`src/rtl/control_decode.sv`:
```
// Instruction decoder for the single-cycle LEGv8 CPU: opcode -> datapath strobes and
// ALU op, D-type offset -> magnitude/sign, plus a sticky illegal-opcode flag.
module control_decode (
  input  logic        clk,
  input  logic        rst,
  input  logic [10:0] opcode,
  input  logic [8:0]  dAddr9,
  output logic        uncondBr,
  output logic        branch,
  output logic        branchReg,
  output logic        branchLink,
  output logic        Reg2Loc,
  output logic        ALU_Src,
  output logic        Imm,
  output logic        RegWrite,
  output logic        memToReg,
  output logic        memWrite,
  output logic        memRead,
  output logic        ALU_SH,
  output logic        shiftDirn,
  output logic        ALU_on,
  output logic        set_flags,
  output logic [2:0]  ALU_cntrl,
  output logic [63:0] offset,
  output logic        offset_neg,
  output logic        illegal
);

  localparam logic [2:0] ALU_PASS = 3'b000;
  localparam logic [2:0] ALU_ADD  = 3'b010;
  localparam logic [2:0] ALU_SUB  = 3'b011;

  typedef struct packed {
    logic uncond_br;
    logic branch;
    logic branch_reg;
    logic branch_link;
    logic reg2loc;
    logic alu_src;
    logic imm;
    logic reg_write;
    logic mem_to_reg;
    logic mem_write;
    logic mem_read;
    logic alu_sh;
    logic shift_dirn;
    logic alu_on;
    logic set_flags;
  } ctrl_t;

  ctrl_t       dec;
  logic [2:0]  dec_cntrl;
  logic        known;
  ctrl_t       ctrl;
  logic [2:0]  ctrl_cntrl;
  logic        mem_sub;
  logic signed [63:0] sext;
  logic        illegal_d;
  logic        illegal_q;

  // Ripple-free behavioural add/subtract: in1 + (sub ? ~in2 : in2) + sub.
  function automatic logic [63:0] add_sub(input logic [63:0] in1,
                                          input logic [63:0] in2,
                                          input logic        sub);
    logic [63:0] b;
    b = sub ? ~in2 : in2;
    return in1 + b + {63'd0, sub};
  endfunction

  assign mem_sub = dAddr9[8];

  // Exact 11-bit matches take priority, then progressively shorter opcode prefixes.
  always_comb begin
    dec       = '0;
    dec_cntrl = ALU_PASS;
    known     = 1'b1;
    case (opcode)
      11'b10101011000: begin  // ADDS
        dec.reg2loc   = 1'b1;
        dec.reg_write = 1'b1;
        dec.alu_on    = 1'b1;
        dec.set_flags = 1'b1;
        dec_cntrl     = ALU_ADD;
      end
      11'b11101011000: begin  // SUBS
        dec.reg2loc   = 1'b1;
        dec.reg_write = 1'b1;
        dec.alu_on    = 1'b1;
        dec.set_flags = 1'b1;
        dec_cntrl     = ALU_SUB;
      end
      11'b11111000010: begin  // LDUR
        dec.alu_src    = 1'b1;
        dec.reg_write  = 1'b1;
        dec.mem_to_reg = 1'b1;
        dec.mem_read   = 1'b1;
        dec.alu_on     = 1'b1;
        dec_cntrl      = mem_sub ? ALU_SUB : ALU_ADD;
      end
      11'b11111000000: begin  // STUR
        dec.alu_src   = 1'b1;
        dec.mem_write = 1'b1;
        dec.alu_on    = 1'b1;
        dec_cntrl     = mem_sub ? ALU_SUB : ALU_ADD;
      end
      11'b11010011011: begin  // LSL
        dec.reg_write = 1'b1;
        dec.alu_sh    = 1'b1;
      end
      11'b11010011010: begin  // LSR
        dec.reg_write  = 1'b1;
        dec.alu_sh     = 1'b1;
        dec.shift_dirn = 1'b1;
      end
      11'b11010110000: begin  // BR
        dec.branch     = 1'b1;
        dec.uncond_br  = 1'b1;
        dec.branch_reg = 1'b1;
      end
      default: begin
        case (opcode[10:1])
          10'b1001000100: begin  // ADDI
            dec.reg_write = 1'b1;
            dec.alu_src   = 1'b1;
            dec.imm       = 1'b1;
            dec.alu_on    = 1'b1;
            dec_cntrl     = ALU_ADD;
          end
          default: begin
            case (opcode[10:3])
              8'b10110100: begin  // CBZ: ALU passes the register through for the zero test
                dec.branch = 1'b1;
                dec.alu_on = 1'b1;
                dec_cntrl  = ALU_PASS;
              end
              8'b01010100: begin  // B.cond
                dec.branch = 1'b1;
              end
              default: begin
                case (opcode[10:5])
                  6'b000101: begin  // B
                    dec.branch    = 1'b1;
                    dec.uncond_br = 1'b1;
                  end
                  6'b100101: begin  // BL
                    dec.branch      = 1'b1;
                    dec.uncond_br   = 1'b1;
                    dec.branch_link = 1'b1;
                    dec.reg_write   = 1'b1;
                  end
                  default: known = 1'b0;
                endcase
              end
            endcase
          end
        endcase
      end
    endcase
  end

  // Reset gates every strobe so nothing is written while the CPU is held in reset.
  always_comb begin
    ctrl       = rst ? '0 : dec;
    ctrl_cntrl = rst ? ALU_PASS : dec_cntrl;
  end

  assign uncondBr   = ctrl.uncond_br;
  assign branch     = ctrl.branch;
  assign branchReg  = ctrl.branch_reg;
  assign branchLink = ctrl.branch_link;
  assign Reg2Loc    = ctrl.reg2loc;
  assign ALU_Src    = ctrl.alu_src;
  assign Imm        = ctrl.imm;
  assign RegWrite   = ctrl.reg_write;
  assign memToReg   = ctrl.mem_to_reg;
  assign memWrite   = ctrl.mem_write;
  assign memRead    = ctrl.mem_read;
  assign ALU_SH     = ctrl.alu_sh;
  assign shiftDirn  = ctrl.shift_dirn;
  assign ALU_on     = ctrl.alu_on;
  assign set_flags  = ctrl.set_flags;
  assign ALU_cntrl  = ctrl_cntrl;

  // Negative offsets are negated as 0 - s; -256 becomes +256, which fits easily in 64 bits.
  assign sext       = {{55{dAddr9[8]}}, dAddr9};
  assign offset     = add_sub(64'd0, sext, dAddr9[8]);
  assign offset_neg = dAddr9[8];

  always_comb begin
    illegal_d = illegal_q;
    if (rst)
      illegal_d = 1'b0;
    else if (!known)
      illegal_d = 1'b1;
  end

  always_ff @(posedge clk) begin
    illegal_q <= illegal_d;
  end

  assign illegal = illegal_q;

endmodule

```
`config.mk`:
```
export PLATFORM = sky130hd
export DESIGN_NAME = control_decode
export DESIGN_NICKNAME = d
export VERILOG_FILES = /design/src/rtl/control_decode.sv
export SDC_FILE = /design/constraint.sdc
export NUM_CORES = 1
export LEC_CHECK = 0
export ABC_AREA = 1
export CAP_MARGIN = 20
export CORE_ASPECT_RATIO = 1.4
export CORE_MARGIN = 2
export CORE_UTILIZATION = 29
export DETAILED_ROUTE_END_ITERATION = 8
export PLACE_DENSITY = 0.8
export SLEW_MARGIN = 10
export SYNTH_ARGS = -nofsm -noshare
export SYNTH_HDL_FRONTEND = slang
export SYNTH_SLANG_ARGS = --single-unit
export TNS_END_PERCENT = 10
```
`constraint.sdc`:
```
create_clock -name clk -period 1.3 [get_ports clk]
set_input_delay 0.26 -clock clk [delete_from_list [all_inputs] [get_ports clk]]
set_output_delay 0.26 -clock clk [all_outputs]
set_load 0.1 [all_outputs]
```
; After elaboration in Yosys (flattened, before gate mapping)
; Cells that the tools add are included.
[word_totals]
ff_bits = 1
latch_bits = 0
ram_bits = 0
mem_bits_ro = 0
out_inout_bits = 84
wordCells = 60
n_memories = 0
[op_classes]
n_addsub = 1
multipliers = 0
div_mod_pow = 0
order_cmp = 0
n_eq_ne = 12
shift = 0
mux = 33
bitwise = 1
reduce_logical = 12
[op_table]
columns = operator, count
row1 = $eq A11 B11 Y1 const B, 7
row2 = $add A64 B1 Y64, 1
row3 = $mux W64, 1
row4 = $not A64 Y64, 1
row5 = $mux W1, 21
row6 = $mux W15, 1
row7 = $reduce_or A2 Y1, 6
row8 = $eq A10 B10 Y1 const B, 1
row9 = $reduce_or A5 Y1, 2
row10 = $eq A8 B7 Y1 const B, 1
row11 = $eq A8 B8 Y1 const B, 1
row12 = $mux W2, 4
row13 = $pmux W2 S4, 1
row14 = $reduce_or A7 Y1, 1
row15 = $eq A6 B3 Y1 const B, 1
row16 = $eq A6 B6 Y1 const B, 1
row17 = $pmux W1 S2, 3
row18 = $reduce_or A6 Y1, 1
row19 = $pmux W2 S2, 1
row20 = $reduce_or A4 Y1, 1
row21 = $mux W3, 1
row22 = $reduce_or A3 Y1, 1

; Longest topological paths before layout
; Gate-level depths: netlist (run 1).
[logic_depth]
depth_word = 7
depth_mapped = 9
mapped_depth_nobuf = 9

; Worst setup path after synthesis (run 1)
; No wires, ideal clock.
[synth_path]
path_kind = input to output
startpoint = in opcode[6]
endpoint = out shiftDirn
arrival_ns = 3.467
setup_slack_ns = -2.427
stages = 5
cell_sequence = inv_1 -> nand2_1 -> nor2_1 -> nand2_1 -> nor4_1
[synth_via]
elab_chain_cells = 3
[synth_lines]
columns = item, line_no
row1 = from (decl), 6  ; input logic [10:0] opcode,
row2 = $eq A11 B11 Y1, 77  ; case (opcode)
row3 = $mux W1, 77
row4 = $mux W15, 163  ; ctrl = rst ? '0 : dec;
row5 = to (decl), 20  ; output logic shiftDirn,
; Every way passes these cells.

; Final worst setup path (run 1)
[layout_path]
startpoint = in opcode[0]
endpoint = out ALU_on
[layout_via]
elab_chain_cells = 4
word_cells_on_any_way = 11
[layout_lines]
columns = item, line_no
row1 = $eq A11 B11 Y1, 77
row2 = $reduce_or A4 Y1 (no source line) / $reduce_or A3 Y1 (equally long branches), -
row3 = $pmux W1 S2 (*), 77
row4 = $mux W15 (*), 163
row5 = to (decl), 21  ; output logic ALU_on,
; Mark *: on every way between the ends. The rest lies on a longest branch, timed or not.

==> flow_metrics.env, run 1 <==
export IMPL_status="finished with violations"
export IMPL_violations="negative setup slack"
export IMPL_die_area_um2=4610
export IMPL_netlist_instances=207
export IMPL_ant_nets=0
export IMPL_grt_pass1_wl_mm=6.85
export IMPL_largest_reg_flops=1
export IMPL_final_hold_violation_count=0
export IMPL_synth_edff_count=0
export IMPL_synth_most_common_cell="buf_4"
export IMPL_setup_viol=26
export IMPL_crit_slowest_cell="nor2_4"
export IMPL_drv_slew=0
export IMPL_grt_max_degree=7
export IMPL_max_stage_delay_ns=0.20
export IMPL_avgSynthCellArea_um2=5.71
export IMPL_grt_usage=0.190
export IMPL_synth_top_cell_area_share=0.375
export IMPL_route_detailed_drc=0
export IMPL_antenna_found_initial=0
export IMPL_finClkSkew_ns=0
export IMPL_io_buffers=49
export IMPL_r2r_setup_slack_ns=0.70
export IMPL_overflow=0
export IMPL_fin_setup_tns_ns=-8.11
export IMPL_grt_pass1_vias=1474
export IMPL_drt_iter0_markers=33
export IMPL_rsz0062_at_grt="true"
export IMPL_hold_buffers=0
export IMPL_r2r_cells=2
export IMPL_clkSlewWorstSetupHoldPaths_ns=0
export IMPL_powerDensity_nw_per_um2=616
export IMPL_power_total_mw=1.79
export IMPL_cp_max_fo=3
export IMPL_postSynth_asyncResetShare=0
export IMPL_vias=1528
export IMPL_path_delay_family="simple AND/OR/NAND/NOR gates"
export IMPL_dp_cells=336
export IMPL_ir_worst_vdd_mv=0.653
export IMPL_timing_rr_start="illegal"
export IMPL_fin_cells=345
export IMPL_drtPass1Iterations=4
export IMPL_ys_seq_area_frac=0.0169
export IMPL_r2r_end="illegal"
export IMPL_synth_warnings=0
export IMPL_diodes=0
export IMPL_fin_ws_ns=-0.440
export IMPL_netlist_top_cells_area="buf_4 38%, nor2_1 13%, nand2_1 11%"
export IMPL_synth_ff_type="dfxtp_1"
export IMPL_design_area_um2=2910
export IMPL_ys_ff_latch=1
export IMPL_critPathLaunchType="input pin"
export IMPL_gp_congestion=0.999
export IMPL_vias_per_cell=4.43
export IMPL_p_leak_nw=1.37
export IMPL_totalWireLength_mm=5.13
export IMPL_hp_class="reg2reg"
export IMPL_placed_cell_area_um2=2230
export IMPL_dp_final_hpwl_mm=3.11
export IMPL_wire_per_inst_um=14.9
export IMPL_cp_arrival_ns=1.48
export IMPL_synth_area_um2=1180
export IMPL_drv_cap=0
export IMPL_hold_depth=2
export IMPL_initial_utilization=0.301
export IMPL_ys_top_cells_by_count="59 x buf_4, 40 x nor2_1, 35 x nand2_1, 20 x inv_1, 17 x nand3_1"
export IMPL_ioPinCount=106
export IMPL_path_buf_inv=4
export IMPL_nets=328
export IMPL_area_growth_pct=146
export IMPL_worstPathRequired_ns=1.04
export IMPL_cp_end_kind="output pin"
export IMPL_drive_gt1_frac=0.652
export IMPL_ys_types=21
export IMPL_period_needed_ns=1.74
export IMPL_die_w_um=57.9
export IMPL_clk_latency_ns=0
export IMPL_rows=27
export IMPL_coreArea_um2=3920
export IMPL_critPathKind="in2out"
export IMPL_fillCellCount=257
export IMPL_finalCritPeriodShare=1.34
export IMPL_die_h_um=79.5
export IMPL_cp_common_cell="buf_6"
export IMPL_yosys_area_top_type="buf_4"
export IMPL_critical_path_cell_chain="buf_6, inv_6, nand2_4, nor2_4, nand3_4, buf_6, nand3_2, o21bai_1, nor2_2, buf_12"
export IMPL_holdPathEnd="illegal"
export IMPL_hold_start="illegal"
export IMPL_clock_fmax_ghz=0.575
how the worst max path moves through the flow:
stage	end	slack [ns]	cells past startpoint	startpoint
finish	ALU_on	-0.44	10	opcode[0]
global route	ALU_on	-0.50	10	opcode[6]
CTS	offset[5]	-0.42	9	dAddr9[8]
detailed placement	offset[5]	-0.98	9	dAddr9[8]
global placement	offset[8]	-0.92	9	dAddr9[8]
floorplan	offset[8]	-0.84	7	dAddr9[8]
what timing repair did:
action	4_1_cts	5_1_grt
endpoints found under the hold margin	0	0
resized for setup	195	41
setup endpoints to repair	28	26
pin swaps	55	20
buffers inserted	9	0
routing by layer:
metal	vias up	track usage	wire length, um	share of wire
met1	713	0.169	1540	0.30
met5	-	0	0	0
met4	0	0.0419	185	0.036
met2	86	0.425	3100	0.60
met3	16	0.0162	308	0.060
li1	713	-	-	-
per-stage QoR:
stage                     worst slack, ns  hold WS (ns)  utilization
final                              -0.440         0.480        0.741
after global routing               -0.499         0.484        0.741
after CTS                          -0.417         0.482        0.693
after detailed placement           -0.976         0.482        0.570
after global placement             -0.923         0.476        0.570
after floorplan                    -0.840         0.329            -
final cells by class:
type                    count  area, um^2  share of cell area
inverters                  20         108              0.0370
flip-flops and latches      1        20.0             0.00689
repair buffers            101        1220               0.419
well taps                  43        53.8              0.0185
multi-input cells         180        1510               0.519
where the power goes:
part | internal (mW) | total, mW | switching [mW]
Clock | 0 | 0 | 0
Combinational | 0.429 | 1.75 | 1.33
Sequential | 0.0332 | 0.0350 | 0.00178
Total | 0.462 | 1.79 | 1.33
logic make-up (layout without fill, tap and decap cells):
kind of cell	Yosys count	in the layout	synth area share
flip-flops	1	1	0.0169
XOR/XNOR	14	14	0.117
AO/OA/AOI/OAI	4	4	0.0191
adder cells (fa/ha/maj)	2	2	0.0212
buffers and inverters	81	121	0.451
other	1	56	0.00317
AND/OR/NAND/NOR	104	104	0.372
layout by cell type, fill, tap and decap left out, types with 2 or more instances in the layout:
cell           Yosys  layout
nor2_1            40       7
nand2_4            0      10
a21oi_1            3       2
inv_4              0       3
dlygate4sd2_1      0       4
xor2_4             0       3
nand3_2            1       6
buf_12             0      30
nor2_2             3       8
buf_6              1      16
nor3_4             0       2
buf_8              0       3
inv_2              0       4
nand2_1           35      14
conb_1             1      56
buf_2              0       4
nor3_2             0       2
nand2_2            0      10
nand3_4            0       7
inv_8              0       2
nand4_1            2       2
inv_1             20       9
xnor2_2            1       2
nor2_4             0      28
xor2_2             1       3
inv_6              0       2
nand3_1           17       5
buf_4             59      42
xnor2_4            0       4
worst min-delay path: stages (launching register included):
cell and delay [ns]:
dfxtp_1 0.31, inv_1 0.06, a21oi_1 0.05
Note: power is estimated with default switching activity, not from simulation.
==> run 2: changes to the inputs <==
CAP_MARGIN = 25   (was 20)
==> results of run 2 <==
Same layout as run 1: the final DEF is identical, and so are final timing and power.
==> run 3: changes to the inputs <==
CORE_MARGIN = 8   (was 2)
CORE_UTILIZATION = 34   (was 29)
PLACE_DENSITY = 0.88   (was 0.8)
SETUP_SLACK_MARGIN = 0.15   (was unset)
clock period = 2.16 ns   (was 1.3 ns; I/O delays follow)
==> run 3 against run 2 <==
Against the previous run: the run now ends clean; global-route usage decreased by 1.4 points; wire length increased by 20%; setup slack improved by 0.52 ns; first-iteration DRC count increased by 6.1%; final area about the same; register-to-register slack improved by 0.83 ns; total power decreased by 39%; critical path type unchanged; largest cell class unchanged; largest power group unchanged.
==> flow_metrics.env, run 3 (synthesis gave the netlist of run 1 again) <==
export IMPL_status="finished clean"
export IMPL_coreArea_um2=3350
export IMPL_rows=25
export IMPL_ioPinCount=106
export IMPL_r2r_end="illegal"
export IMPL_route_detailed_drc=0
export IMPL_grt_max_degree=15
export IMPL_powerDensity_nw_per_um2=375
export IMPL_vias_per_cell=4.56
export IMPL_worstPathRequired_ns=1.73
export IMPL_fin_ws_ns=0.0776
export IMPL_hp_class="reg2reg"
export IMPL_critPathKind="in2out"
export IMPL_holdPathEnd="illegal"
export IMPL_gp_congestion=0.988
export IMPL_cp_arrival_ns=1.65
export IMPL_path_buf_inv=4
export IMPL_die_w_um=65.8
export IMPL_critPathLaunchType="input pin"
export IMPL_final_common_cell="conb_1"
export IMPL_clkSlewWorstSetupHoldPaths_ns=0
export IMPL_nets=333
export IMPL_crit_slowest_cell="buf_12"
export IMPL_cp_max_fo=4
export IMPL_final_hold_violation_count=0
export IMPL_r2r_cells=2
export IMPL_p_leak_nw=1.39
export IMPL_clk_latency_ns=0
export IMPL_grt_pass1_vias=1708
export IMPL_ant_nets=0
export IMPL_grt_usage=0.176
export IMPL_dp_worst_setup_slack_ns=-0.480
export IMPL_ir_worst_vdd_mv=0.411
export IMPL_finalCritPeriodShare=0.964
export IMPL_largest_reg_flops=1
export IMPL_finClkSkew_ns=0
export IMPL_die_h_um=85.7
export IMPL_mostFrequentLayoutCells="56 x conb_1, 54 x buf_4, 30 x buf_12, 24 x nor2_4, 14 x nand2_1"
export IMPL_io_buffers=49
export IMPL_drtPass1Iterations=4
export IMPL_overflow=0
export IMPL_cp_end_kind="output pin"
export IMPL_hold_start="illegal"
export IMPL_power_total_mw=1.09
export IMPL_wire_per_inst_um=17.8
export IMPL_initial_utilization=0.353
export IMPL_diodes=0
export IMPL_period_needed_ns=2.08
export IMPL_setup_viol=0
export IMPL_totalWireLength_mm=6.16
export IMPL_hold_buffers=0
export IMPL_dp_final_hpwl_mm=3.65
export IMPL_hold_depth=2
export IMPL_vias=1582
export IMPL_max_stage_delay_ns=0.20
export IMPL_drv_cap=0
export IMPL_cp_num_cells=9
export IMPL_antenna_found_initial=0
export IMPL_drv_slew=0
export IMPL_grt_pass1_wl_mm=8.21
export IMPL_cp_startpoint="dAddr9[8]"
export IMPL_clock_fmax_ghz=0.480
export IMPL_timing_rr_start="illegal"
export IMPL_path_delay_family="buffers and inverters"
export IMPL_r2r_setup_slack_ns=1.53
export IMPL_rsz0062_at_grt="true"
export IMPL_drt_iter0_markers=35
export IMPL_drive_gt1_frac=0.655
export IMPL_die_area_um2=5640
export IMPL_area_growth_pct=146
export IMPL_critical_path_cell_chain="buf_12, buf_8, xnor2_4, buf_6, nor2_4, nand2_2, nor2_4, xor2_2, buf_12"
run 3: changes by cell type in the layout (fill, tap and decap cells not counted), moves of 2 or more:
cell             delta
buf_4              +12
buf_6               -5
nor2_4              -4
nor2_2              +3
buf_2               -2
clkdlybuf4s15_1     +2
clkdlybuf4s50_1     +2
dlygate4sd2_1       -2
inv_1               -2
inv_2               +2
run 3: worst max path at each step:
stage	end	slack, ns
global route	offset[5]	0.02
CTS	offset[5]	0.09
global placement	offset[8]	-0.42
detailed placement	offset[8]	-0.48
floorplan	offset[8]	-0.32
finish	offset[5]	0.08
run 3: where the power goes:
group | leakage, nW | internal, mW | switching [mW] | total (mW)
combinational | 1.38 | 0.261 | 0.808 | 1.07
clock | 0 | 0 | 0 | 0
sequential | 0.00844 | 0.0200 | 0.000911 | 0.0209
total | 1.39 | 0.281 | 0.809 | 1.09
run 3: per-layer routing:
metal | global-route usage | vias up | wire length, um
met3 | 0.0261 | 15 | 402
met1 | 0.165 | 758 | 1930
met4 | 0.0299 | 0 | 238
met2 | 0.372 | 85 | 3590
li1 | - | 724 | -
met5 | 0 | - | 0
run 3: what timing repair did:
item	4_1_cts	5_1_grt
setup buffers	17	0
gates resized for setup	157	70
pin swaps	45	29
setup endpoints to repair	26	22
run 3: worst min-delay path, cell delays in order, from the launching register on:
cell     delay, ns
dfxtp_1       0.31
inv_1         0.06
a21oi_1       0.07
run 3: area by class of cell:
type,instances,area (um^2)
multi-input combinational,180,1490
timing repair buffer,106,1240
fill,165,443
inverter,20,110
tap,40,50.0
sequential,1,20.0
run 3: metrics by stage:
step	setup TNS, ns	util	hold WS (ns)	area (um^2)	cells
5_1_grt	0	0.868	0.491	2900	347
6_report	0	0.868	0.496	2900	347
2_1_floorplan	-2.78	-	0.501	1550	262
4_1_cts	0	0.790	0.469	2640	347
3_5_place_dp	-7.07	0.660	0.468	2210	330
3_3_place_gp	-6.23	0.660	0.442	2210	330
